<file path="src/rtl/axis_checker_arbiter.sv">
// Round-robin arbiter sharing one downstream AXIS consumer among PORTS producers.
// Grants last up to BURST beats; accepted beats pass through one registered, id-tagged stage.
module axis_checker_arbiter #(
  parameter int DATA_WIDTH = 10,
  parameter int PORTS      = 4,
  parameter int BURST      = 16,
  localparam int ID_WIDTH  = (PORTS > 1) ? $clog2(PORTS) : 1,
  localparam int CNT_W     = $clog2(BURST + 1)
) (
  input  logic                          clk,
  input  logic                          rst,
  input  logic [PORTS-1:0]              input_valid,
  input  logic [PORTS*DATA_WIDTH-1:0]   input_data,
  output logic [PORTS-1:0]              input_ready,
  output logic                          output_valid,
  output logic [DATA_WIDTH-1:0]         output_data,
  output logic [ID_WIDTH-1:0]           output_id,
  output logic                          output_last,
  input  logic                          output_ready
);

  typedef enum logic {IDLE, LOCKED} state_t;

  state_t              state_q;
  logic [ID_WIDTH-1:0] ptr_q;
  logic [ID_WIDTH-1:0] gnt_q;
  logic [CNT_W-1:0]    cnt_q;

  logic [ID_WIDTH-1:0]   sel_d;
  logic [ID_WIDTH-1:0]   ptr_d;
  logic [CNT_W-1:0]      cnt_d;
  logic                  req_any;
  logic                  slot_free;
  logic                  gnt_valid;
  logic                  in_hs;
  logic                  last_beat;
  logic [DATA_WIDTH-1:0] gnt_data;

  // Walk downward so the lowest rotated offset with a request wins.
  always_comb begin
    int idx;
    idx     = 0;
    sel_d   = ptr_q;
    req_any = 1'b0;
    for (int k = PORTS - 1; k >= 0; k--) begin
      idx = int'(ptr_q) + k;
      if (idx >= PORTS) idx = idx - PORTS;
      if (input_valid[ID_WIDTH'(idx)]) begin
        sel_d   = ID_WIDTH'(idx);
        req_any = 1'b1;
      end
    end
  end

  always_comb begin
    gnt_data  = '0;
    gnt_valid = 1'b0;
    for (int p = 0; p < PORTS; p++) begin
      if (gnt_q == ID_WIDTH'(p)) begin
        gnt_data  = input_data[p*DATA_WIDTH +: DATA_WIDTH];
        gnt_valid = input_valid[p];
      end
    end
  end

  assign slot_free = !output_valid || output_ready;
  assign in_hs     = (state_q == LOCKED) && slot_free && gnt_valid;
  assign last_beat = (cnt_q == CNT_W'(BURST - 1));
  assign ptr_d     = (gnt_q == ID_WIDTH'(PORTS - 1)) ? '0 : gnt_q + 1'b1;
  assign cnt_d     = cnt_q + 1'b1;

  always_comb begin
    input_ready = '0;
    if (state_q == LOCKED) input_ready[gnt_q] = slot_free;
  end

  always_ff @(posedge clk or posedge rst) begin
    if (rst) begin
      state_q      <= IDLE;
      ptr_q        <= '0;
      gnt_q        <= '0;
      cnt_q        <= '0;
      output_valid <= 1'b0;
      output_data  <= '0;
      output_id    <= '0;
      output_last  <= 1'b0;
    end else begin
      case (state_q)
        IDLE: begin
          if (req_any) begin
            gnt_q   <= sel_d;
            cnt_q   <= '0;
            state_q <= LOCKED;
          end
        end
        LOCKED: begin
          if (in_hs) begin
            cnt_q <= cnt_d;
            if (last_beat) begin
              state_q <= IDLE;
              ptr_q   <= ptr_d;
            end
          end else if (slot_free) begin
            // Ready offered but no valid: the producer has paused, so yield.
            state_q <= IDLE;
            ptr_q   <= ptr_d;
          end
        end
        default: state_q <= IDLE;
      endcase

      if (in_hs) begin
        output_valid <= 1'b1;
        output_data  <= gnt_data;
        output_id    <= gnt_q;
        output_last  <= last_beat;
      end else if (output_ready) begin
        output_valid <= 1'b0;
      end
    end
  end

endmodule

</file>
<file path="config.mk">
export PLATFORM = sky130hd
export DESIGN_NAME = axis_checker_arbiter
export DESIGN_NICKNAME = d
export VERILOG_FILES = /design/src/rtl/axis_checker_arbiter.sv
export SDC_FILE = /design/constraint.sdc
export NUM_CORES = 1
export LEC_CHECK = 0
export CAP_MARGIN = 0
export CORE_MARGIN = 2
export CORE_UTILIZATION = 30
export CTS_BUF_LIST = sky130_fd_sc_hd__clkbuf_4
export CTS_CLUSTER_DIAMETER = 100
export DETAILED_ROUTE_END_ITERATION = 8
export GPL_ROUTABILITY_DRIVEN = 0
export MAX_ROUTING_LAYER = met4
export PLACE_DENSITY = 0.64
export SLEW_MARGIN = 20
export SYNTH_ARGS = -nofsm -noshare
export SYNTH_HDL_FRONTEND = slang
export SYNTH_SLANG_ARGS = --single-unit
</file>
<file path="constraint.sdc">
create_clock -name clk -period 2.4 [get_ports clk]
set_input_delay 0.36 -clock clk [delete_from_list [all_inputs] [get_ports clk]]
set_output_delay 0.36 -clock clk [all_outputs]
set_load 0.01 [all_outputs]
</file>
### Word level (Yosys, flattened, before mapping)

Index checks and enable logic that the tools add are counted.

* flip-flop bits (word level): 24
* bits of input ports: 47

* bitwise logic cells: 2
* add/sub/neg operators: 9
* reductions and logical operators: 11
* $lt $le $gt $ge: 10
* eq/ne operators: 7
* multiplexer cells: 49

Operator list (number)
* $mux 10: 4
* $mux 2: 12
* $mux 1: 23
* $lt 2x4->1 const B: 4
* $mux 5: 2
* $pmux 5 s2: 1
* $ge 3x3->1 const B: 3
* $bmux 1 s2: 4
* $sub 2x1->2 const B: 4
* $add 2x2->3 const B: 2
* $add 5x1->5 const B: 1
* $eq 5x4->1 const B: 1
* $and 4x4->4: 1
* $eq 2x2->1 const B: 2
* $mux 4: 1
* $ne 2x1->1 const B: 2
* $reduce_and 2->1: 2
* $reduce_bool 2->1: 2
* $add 2x1->3 const B: 1
* $ge 2x3->1 const B: 1
* $logic_and 1x1->1: 3
* $lt 2x3->1 const B: 1
* $reduce_and 3->1: 1
* $add 2x1->2 const B: 1
* 9 further kinds: 9

### Depth between registers and ports, before layout

Gate-level depths: netlist (run 1).

* word-level depth: 12
* mapped depth: 7
* depth with buffers taken out: 6

### Worst setup path before layout (run 1)

Ideal clock, no wire load.

* path kind: register to register
* start: reg cnt_q[0]
* end: reg ptr_q[1]
* cell stages (with the launch flop): 7
* path buffers: 0
* library setup time: 128 ps
* arrival: 1848 ps
* slack: 424 ps
* clock period less this slack: 1976 ps
* required time: 2272 ps
* cells stage by stage: dfrtp_1 -> ha_1 -> and3_1 -> ha_1 -> o311ai_0 -> nor2_1 -> mux2_1

* longest elaborated chain between the ends: 3

Ends and longest elaborated chain
* from (decl): RTL line 27 `logic [CNT_W-1:0] cnt_q;`
* from (signal assigned): RTL line 98 `cnt_q <= cnt_d;`
* $eq 5x4->1: RTL line 68 `assign last_beat = (cnt_q == CNT_W'(BURST - 1));`
* named net last_beat: RTL line 36 `logic last_beat;`
* $ne 2x1->1 (no line)
* $reduce_and 3->1 (no line)
* to (signal assigned): RTL line 101 `ptr_q <= ptr_d;`
* to (signal assigned): RTL line 106 `ptr_q <= ptr_d;`
* to (decl): RTL line 25 `logic [ID_WIDTH-1:0] ptr_q;`

The timed path passes the listed nets, and every way through them passes these cells.
A chain may end at the register's enable or synchronous reset.

### Worst setup path after layout (run 1)

* start: reg gnt_q[1]
* end: out input_ready[1]

* longest elaborated chain between the ends: 6
* elaborated cells on any way between the ends: 7
* those cells by class: order compare (2); mux (3); bitwise (1); reduce/logical (1)

Ends and longest elaborated chain
* from (decl): RTL line 26 `logic [ID_WIDTH-1:0] gnt_q;`
* from (signal assigned): RTL line 91 `gnt_q <= sel_d;`
* $lt 2x3->1 (not written as such) or $ge 2x1->1 (tied branches): RTL line 74 `if (state_q == LOCKED) input_ready[gnt_q] = slot_free;`
* $logic_and 1x1->1 (not written as such): RTL line 74
* $mux 1 (not written as such): RTL line 74
* $demux 1 s2 (*): RTL line 74
* $and 4x4->4 (no line) (*)
* $mux 4 (*): RTL line 74
* to (decl): RTL line 14 `output logic [PORTS-1:0] input_ready,`

Every way passes the cells marked *; elsewhere a longest branch is shown, timed or not.

==> out/metrics.cfg, run 1 <==
[sta]
tightest_slew_ns=0.517
relSlewSlack=0.652
hold_viol=0
worst_hold_slack_ns=0.367
slew_viol_final=0
post-route-period-util=0.961
grt_setup_unrepaired=true
finalCriticalPeriod_ns=2.31
setup_viol=0
finalClockSkew_ns=0.00810
max_freq_mhz=433

[synthesis]
yosysUniqueCellTypes=39
netlist_instances=175
synth-edff-count=0
synthAdderAreaFrac=0.0455
synth_top_family_by_area=compound AO/OA/AOI/OAI gates
synth_flop_cell=dfrtp_1
synth.area.mux_share=0.146
syn-cell-area_um2=1650
ys_ff_latch=24
synth-simple-area-share=0.113
ys_seq_area_frac=0.364
syn_area_per_cell_um2=9.42
synth-xor-area-share=0
synth_nets=228
yosysWarnings=0
synth_compound_area_frac=0.250
async_flop_share=1.00

[global_routing]
grt_max_degree=25
grt_pass1_wl_mm=7.23
grt_pass1_vias=1453
overflow=0
grt_usage=0.154
antenna_found_initial=0

[cells_and_area]
nets=302
antenna_cells=0
stdcell_count=318
layout_common_cells=clkdlybuf4s50_1 (63), dfrtp_1 (23), a21oi_1 (22)
fillCellCount=518
syn_to_final_growth_pct=53.4
design_area_um2=2530
utilization=0.486
drive_above_1_share=0.181
final_common_cell=clkdlybuf4s50_1

[flow_run]
max_cap_violations=0

[critical_path]
cp.depth=5
critPathSlowestCell=clkdlybuf4s50_1
worstPathRequired_ns=2.04
setup.worst_path.class=reg -> out
rr_startpoint=cnt_q[0]
r2r_cells=7
start_kind=register
arrival_ns=1.95
crit_chain=inv_1 -> ha_4 -> buf_6 -> and3_1 -> clkdlybuf4s50_1
cpPeakStageDelay_ns=0.55
crit_buf_inv=3
worstReg2RegEnd=ptr_q[1]
startpoint=gnt_q[1]
critPathCaptureType=primary output
crit_family=buffers and inverters
path_max_fanout=11
reg2reg_setup_slack_ns=0.23

[clock_tree]
cts.sink_count=24
max-clock-path-buffers=2
clk_pin_slew_ns=0.14
cts_buffers=3
cts_tree=done
worstSkewPairLatency_ns=0.32
clock-root-buffer=clkbuf_4
h-tree-depth=1

[die]
boundaryPins=65
row_count=26
die_w_um=78.1
die_area_um2=6110
core_um2=5200
fp.dieH_um=78.1
start_util=0.317

[route]
num_vias=1510
wirelength_mm=4.66
drc_errors=0
routed_via_density=4.75
drtIter0Drc=47
wl_per_cell_um=14.6
antenna_left=0
firstDrtPassIters=4

[place]
portBuffers=64
dp_cells=310
hpwl_mm=3.65
place_area_um2=2400

[hold_path]
hp-class=in -> async

[power]
p_per_area_nw_per_um2=1210
power_mw=3.05
p_leak_nw=1.16
peakVddDrop_mv=0.602

[outcome]
status=finished, final reports clean

## cells in the mapped netlist (2+ instances only)
cell | instances | area share
a22o_1 | 10 | 0.053
dfrtp_1 | 24 | 0.36
o21ai_0 | 13 | 0.039
ha_1 | 6 | 0.046
nand2_1 | 17 | 0.039
mux2_4 | 9 | 0.082
mux2_2 | 4 | 0.027
o2111ai_1 | 2 | 0.011
and3_1 | 6 | 0.023
a21oi_1 | 22 | 0.067
nor2_1 | 4 | 0.0091
clkbuf_1 | 7 | 0.016
inv_1 | 21 | 0.048
mux2i_1 | 5 | 0.030
## worst max path at each step
stage / to / slack (ns)
6_report: input_ready[1] / 0.09
3_3_place_gp: output_data[4] / 0.19
5_1_grt: input_ready[1] / -0.03
2_1_floorplan: ptr_q[1] / 0.42
4_1_cts: input_ready[2] / -0.004
3_5_place_dp: output_data[5] / 0.17
## area by class of cell
cell class | instances | area [µm²] | share of cell area
repair buffers | 79 | 764 | 0.302
inverters | 21 | 78.8 | 0.0312
multi-input cells | 120 | 945 | 0.373
clock inverters | 1 | 30.0 | 0.0119
flip-flops and latches | 24 | 602 | 0.238
well taps | 70 | 87.6 | 0.0346
clock buffers | 3 | 22.5 | 0.00890
## state kept, by name, summed over array words and instances, names as in the netlist
register / flops
output_data: 10
cnt_q: 5
gnt_q: 2
output_id: 2
ptr_q: 2
output_last: 1
output_valid: 1
state_q: 1
## kinds of logic (layout without fill, tap and decap cells)
logic type | Yosys count | count (layout)
DFF | 24 | 24
muxes | 19 | 19
buffers and inverters | 31 | 104
and+or+nand+nor | 35 | 35
AOI/OAI and AO/OA | 60 | 60
adders and majority gates | 6 | 6
## stage by stage
step | TNS (ns) | setup slack, ns
detailed placement | 0 | 0.165
finish | 0 | 0.0932
global placement | 0 | 0.190
CTS | -0.00400 | -0.00400
floorplan | 0 | 0.424
global route | -0.0276 | -0.0276
## power breakdown
| part | internal [mW] | switching (mW) | total [mW] |
|---|---|---|---|
| clock network | 0.169 | 0.130 | 0.299 |
| logic | 1.12 | 0.915 | 2.03 |
| registers | 0.583 | 0.140 | 0.722 |
| total | 1.87 | 1.18 | 3.05 |
## repair_timing
action	CTS	global route
setup endpoints to repair	3	4
gates resized for setup	2	9
hold buffers	0	0
setup buffers	2	1
cloned	0	1
## routing by layer
| metal | track usage | vias up | part of all wire |
|---|---|---|---|
| met4 | 0.0316 | 0 | 0.0079 |
| met1 | 0.200 | 715 | 0.47 |
| met5 | - | - | 0 |
| met2 | 0.256 | 26 | 0.50 |
| met3 | 0.0264 | 2 | 0.024 |
| li1 | - | 767 | - |
## tightest hold or removal path, cell delays in order
cell and delay [ns]:
clkdlybuf4s50_1 0.40, inv_1 0.05, buf_4 0.30
Power figures use the tool's default switching activity.
==> run 2: changes to the inputs <==
Settings changed: ABC_AREA from default to 1, PLACE_DENSITY 0.64 to 0.63, SETUP_SLACK_MARGIN from default to 0.05.
==> run 2 against run 1 <==
Net effect: cell count increased by 21%; first-iteration DRC count increased by 110%; flip-flop and latch count unchanged; fmax up 4.5%.
==> out/metrics.cfg, run 2 <==
[outcome]
status=finished, final reports clean  ; unchanged

[cells_and_area]
drive_above_1_share=0.0892  ; was 0.181
seq_area_um2=601  ; was 602 µm²
multi_input_area_um2=951  ; was 945 µm²
layout_common_cells=nand2_1 (108), clkdlybuf4s50_1 (64), o21ai_0 (24), dfrtp_1 (24), inv_1 (19)  ; was clkdlybuf4s50_1 (63), dfrtp_1 (23), a21oi_1 (22)
final_common_cell=nand2_1  ; was clkdlybuf4s50_1
stdcell_count=386  ; was 318
nets=368  ; was 302
largest_reg_flops=10  ; unchanged
antenna_cells=0  ; unchanged
design_area_um2=2460  ; was 2530 µm²
utilization=0.448  ; was 0.486
fillCellCount=593  ; was 518
regMostFlops=output_data  ; unchanged
syn_to_final_growth_pct=44.9  ; was 53.4%
reg_top3=output_data x10, cnt_q x5  ; unchanged

[synthesis]
yosys-top-cells-area=dfrtp_1 (35%), nand2_1 (24%), o21ai_0 (7.1%)  ; was dfrtp_1 (36%), mux2_4 (8.2%), a21oi_1 (6.7%)
synth_nets=303  ; was 228
synth_top_cell_by_area=dfrtp_1  ; unchanged
synth-edff-count=0  ; unchanged
netlist_instances=250  ; was 175
yosysTopAreaCellShare=0.353  ; was 0.364
ys_seq_area_frac=0.353  ; was 0.364
syn-cell-area_um2=1700  ; was 1650 µm²
synth_flop_cell=dfrtp_1  ; unchanged
yosysMostFrequentCell=nand2_1  ; was dfrtp_1
yosysWarnings=0  ; unchanged
syn_area_per_cell_um2=6.81  ; was 9.42 µm²
ys_ff_latch=24  ; unchanged
yosysUniqueCellTypes=27  ; was 39
yosys-top-cells-count=nand2_1 (108), dfrtp_1 (24), o21ai_0 (24), inv_1 (20), a21oi_1 (14)  ; was dfrtp_1 (24), a21oi_1 (22), inv_1 (21), nand2_1 (17), o21ai_0 (13)
async_flop_share=1.00  ; unchanged

[global_routing]
grt_pass1_vias=1609  ; was 1453
overflow=0  ; unchanged
grt_max_degree=25  ; unchanged
antenna_found_initial=0  ; unchanged
grt_usage=0.151  ; was 0.154
grt_pass1_wl_mm=7.26  ; was 7.23 mm

[clock_tree]
cts_buffers=3  ; unchanged
clock-root-buffer=clkbuf_4  ; unchanged
worstSkewPairLatency_ns=0.32  ; about the same
cts.sink_count=24  ; unchanged
cts_tree=done  ; unchanged
h-tree-depth=1  ; unchanged
clk_pin_slew_ns=0.14  ; about the same
max-clock-path-buffers=2  ; unchanged
ctsHoldBuffers=0  ; unchanged

[sta]
relSlewSlack=0.720  ; was 0.652
finalClockSkew_ns=0.00578  ; was 0.00810 ns
tns_ns=0  ; unchanged
slew_viol_final=0  ; unchanged
grt_setup_unrepaired=false  ; was true
post-route-period-util=0.920  ; was 0.961
hold_viol=0  ; unchanged
tightest_slew_ns=0.420  ; was 0.517 ns
setup_viol=0  ; unchanged
finalCriticalPeriod_ns=2.21  ; was 2.31 ns
setup_slack_ns=0.193  ; was 0.0932 ns
worst_hold_slack_ns=0.359  ; was 0.367 ns
max_freq_mhz=453  ; was 433 MHz

[route]
wl_per_cell_um=11.2  ; was 14.6 µm
wirelength_mm=4.34  ; was 4.66 mm
drtIter0Drc=99  ; was 47
antenna_left=0  ; unchanged
routed_via_density=4.43  ; was 4.75
firstDrtPassIters=4  ; unchanged
num_vias=1710  ; was 1510
drc_errors=0  ; unchanged

[power]
p_switching_mw=1.38  ; was 1.18 mW
peakVddDrop_mv=0.420  ; was 0.602 mV
seq_power_share=0.249  ; was 0.237
p_per_area_nw_per_um2=1190  ; was 1210 nW/µm²
p_leak_nw=1.20  ; was 1.16 nW
power_mw=2.94  ; was 3.05 mW
clkPwrFrac=0.100  ; was 0.098
internal_power_mw=1.57  ; was 1.87 mW
combPwrFrac=0.650  ; was 0.665
sw_frac_of_total=0.467  ; was 0.388

[die]
die_area_um2=6290  ; was 6110 µm²
start_util=0.309  ; was 0.317
fp.dieH_um=79.3  ; was 78.1 µm
die_w_um=79.3  ; was 78.1 µm
core_um2=5510  ; was 5200 µm²
row_count=27  ; was 26
boundaryPins=65  ; unchanged

[place]
portBuffers=64  ; unchanged
pre_cts_ws_ns=0.267  ; was 0.165 ns
place_area_um2=2410  ; was 2400 µm²
dp_cells=382  ; was 310
hpwl_mm=3.46  ; was 3.65 mm

[critical_path]
arrival_ns=1.85  ; was 1.95 ns
cpPeakStageDelay_ns=0.53  ; was 0.55 ns
start_kind=register  ; unchanged
critPathCaptureType=primary output  ; unchanged
setup.worst_path.class=reg -> out  ; unchanged
path_max_fanout=11  ; unchanged
crit_chain=inv_1 -> ha_1 -> inv_2 -> nor2_1 -> clkdlybuf4s50_1  ; was inv_1 -> ha_4 -> buf_6 -> and3_1 -> clkdlybuf4s50_1
critPathSlowestCell=clkdlybuf4s50_1  ; unchanged
worstPathRequired_ns=2.04  ; about the same

[hold_path]
hp-class=in -> async  ; unchanged

[flow_run]
max_cap_violations=0  ; unchanged

run 2: cell types whose count changed in the layout (fill, tap and decap cells not counted), sizes merged, moves of 5 or more:
| cell | before | now |
|---|---|---|
| nand2 | 17 | 113 |
| mux2 | 14 | 0 |
| o21ai | 14 | 27 |
| a22o | 10 | 0 |
| buf | 15 | 5 |
| nor2 | 4 | 14 |
| nand3 | 0 | 9 |
| a21oi | 23 | 15 |
| and3 | 6 | 1 |
run 2: cell type report:
cell class	instances	share of cell area
Tap cell	72	0.0365
Multi-Input combinational cell	193	0.386
Timing Repair Buffer	69	0.275
Clock buffer	3	0.00914
Sequential cell	24	0.244
Inverter	24	0.0376
Clock inverter	1	0.0122
run 2: path summary, 6_finish.rpt:
kind / start / end / slack, ns / cells after the start
hold / removal: rst / output_data[5] / 0.36 / 3
hold reg to reg: output_data[2] / output_data[2] / 0.50 / 2
setup reg to reg: gnt_q[0] / output_last / 0.52 / 8
max in group asynchronous: rst / ptr_q[0] / 1.80 / 3
min in group clk: output_data[2] / output_data[2] / 0.50 / 2
setup / recovery: gnt_q[0] / input_ready[2] / 0.19 / 5
run 2: repair_timing:
item,CTS,global route
gates resized for setup,0,2
setup endpoints to repair,0,2
buffers inserted,0,0
run 2: worst max-delay path: cells and delay by family (launching register included):
kind                     cells  cell delay [ns]
flip-flops                   1             0.45
adder cells (fa/ha/maj)      1             0.20
buffers and inverters        3             0.77
AND/OR/NAND/NOR              1             0.11
run 2: kinds of logic after synthesis:
kind of cell / Yosys count / synth area share
xor+xnor: 2 / 0.0103
fa+ha+maj: 6 / 0.0441
compound gates: 44 / 0.143
mux: 1 / 0.0132
simple gates: 140 / 0.346
flops: 24 / 0.353
buf+inv: 33 / 0.0897
run 2: power groups by stage:
stage          Combinational [mW]  Clock, mW  Sequential, mW
6_report                     1.91      0.296           0.734
5_1_grt                      2.20      0.319           0.762
4_1_cts                      1.94      0.303           0.734
2_1_floorplan                1.32          0           0.741
3_3_place_gp                 1.92          0           0.737
3_5_place_dp                 1.94          0           0.739
run 2: layer usage:
metal / share of wire / vias to the layer above / wire [µm] / global-route usage
li1: - / 914 / - / -
met2: 0.47 / 56 / 2030 / 0.258
met3: 0.051 / 4 / 223 / 0.0205
met5: 0 / - / 0 / -
met1: 0.47 / 736 / 2060 / 0.194
met4: 0.0065 / 0 / 28 / 0.0259
==> RTL edit: new RTL, flow settings as in run 2 <==
Change the parameter `BURST` from 16 to 8.
--- a/src/rtl/axis_checker_arbiter.sv
+++ b/src/rtl/axis_checker_arbiter.sv
@@ -5,3 +5,3 @@
   parameter int PORTS      = 4,
-  parameter int BURST      = 16,
+  parameter int BURST      = 8,
   localparam int ID_WIDTH  = (PORTS > 1) ? $clog2(PORTS) : 1,
Function: changed (a bounded check fails within 10 cycles, from zero or initial values and one cycle with rst high).
==> RTL edit against run 2 <==
Sequential share of layout area fell by 0.36 points; worst hold slack improved by 0.011 ns; clock skew fell by 0.0042 ns; area after synthesis down 2.3%; total power down 4.5%; non-clock buffer count is 1 higher; wire length shrank 2.8%; sequential cell count down 1; design area down 2.7%; synthesized cell count stayed put; setup slack got worse by 0.026 ns; critical endpoint unchanged.
==> RTL edit: results (changes against run 2) <==
ys_ff_latch: 23  # -4.2%
inverters: 22  # -8.3%
syn_nets: 302  # -0.33%
rr_endpoint: "output_data[9]$_DFFE_PP0P_"
ys_seq_area_frac: 0.346  # -0.00682
viasPerCell: 4.38  # -1.2%
first_global_vias: 1563  # -2.9%
grtUsageMet2: 0.253  # -0.00503
cp.arrival_ns: 1.87  # +0.02 ns
outcome: "finished, final reports clean"
whs_ns: 0.370  # +0.0109 ns
fin_skew_ns: 0.00162  # -0.00417 ns
synth.area.top_cells: "dfrtp_1 (35%), nand2_1 (23%), o21ai_0 (7.2%)"
wl_met3_microns: 259  # +16%
pwr-share-clk: 0.064  # -0.036
drt_iter0_drc: 67  # -32%
clk_share: 0.0115  # -0.00984
buffer_area_frac: 0.286  # +0.0109
synthDistinctLibCells: 26  # -3.7%
met3_usage: 0.0299  # +0.00943
r2r-start: "gnt_q[1]$_DFFE_PP0P_"
worst_r2r_path_depth: 9  # +1
synth_compound_area_frac: 0.138  # -0.00493
synth_xor_area_frac: 0.0105  # +0.000240
routed_wirelength_mm: 4.22  # -2.8%
multi_input_gates: 195  # +1.0%
## RTL edit: cell count changes in the layout (fill, tap and decap cells not counted), sizes merged, moves of 2 or more
| cell | run 2 | this run |
|---|---|---|
| a21oi | 15 | 13 |
| nand3 | 9 | 15 |
| nand2 | 113 | 116 |
| and2 | 2 | 0 |
| inv | 24 | 22 |
## RTL edit: cell families after synthesis
logic type      count (synthesis)
simple gates                  146
compound gates                 42
buf+inv                        32
flops                          23
fa+ha+maj                       5
xor+xnor                        2
## RTL edit: worst min-delay path: cells and delay by family
| kind | cells | cell delay [ns] |
|---|---|---|
| buffers and inverters | 3 | 0.72 |
## RTL edit: through the flow
step	total power, mW	utilization	std cells	area (sq um)	setup WS, ns
6_report	2.81	0.441	386	2400	0.167
3_3_place_gp	2.65	0.436	382	2370	0.290
5_1_grt	3.10	0.441	386	2400	0.0524
2_1_floorplan	2.06	-	250	1660	0.855
3_5_place_dp	2.66	0.436	382	2370	0.289
4_1_cts	2.85	0.441	386	2400	0.145
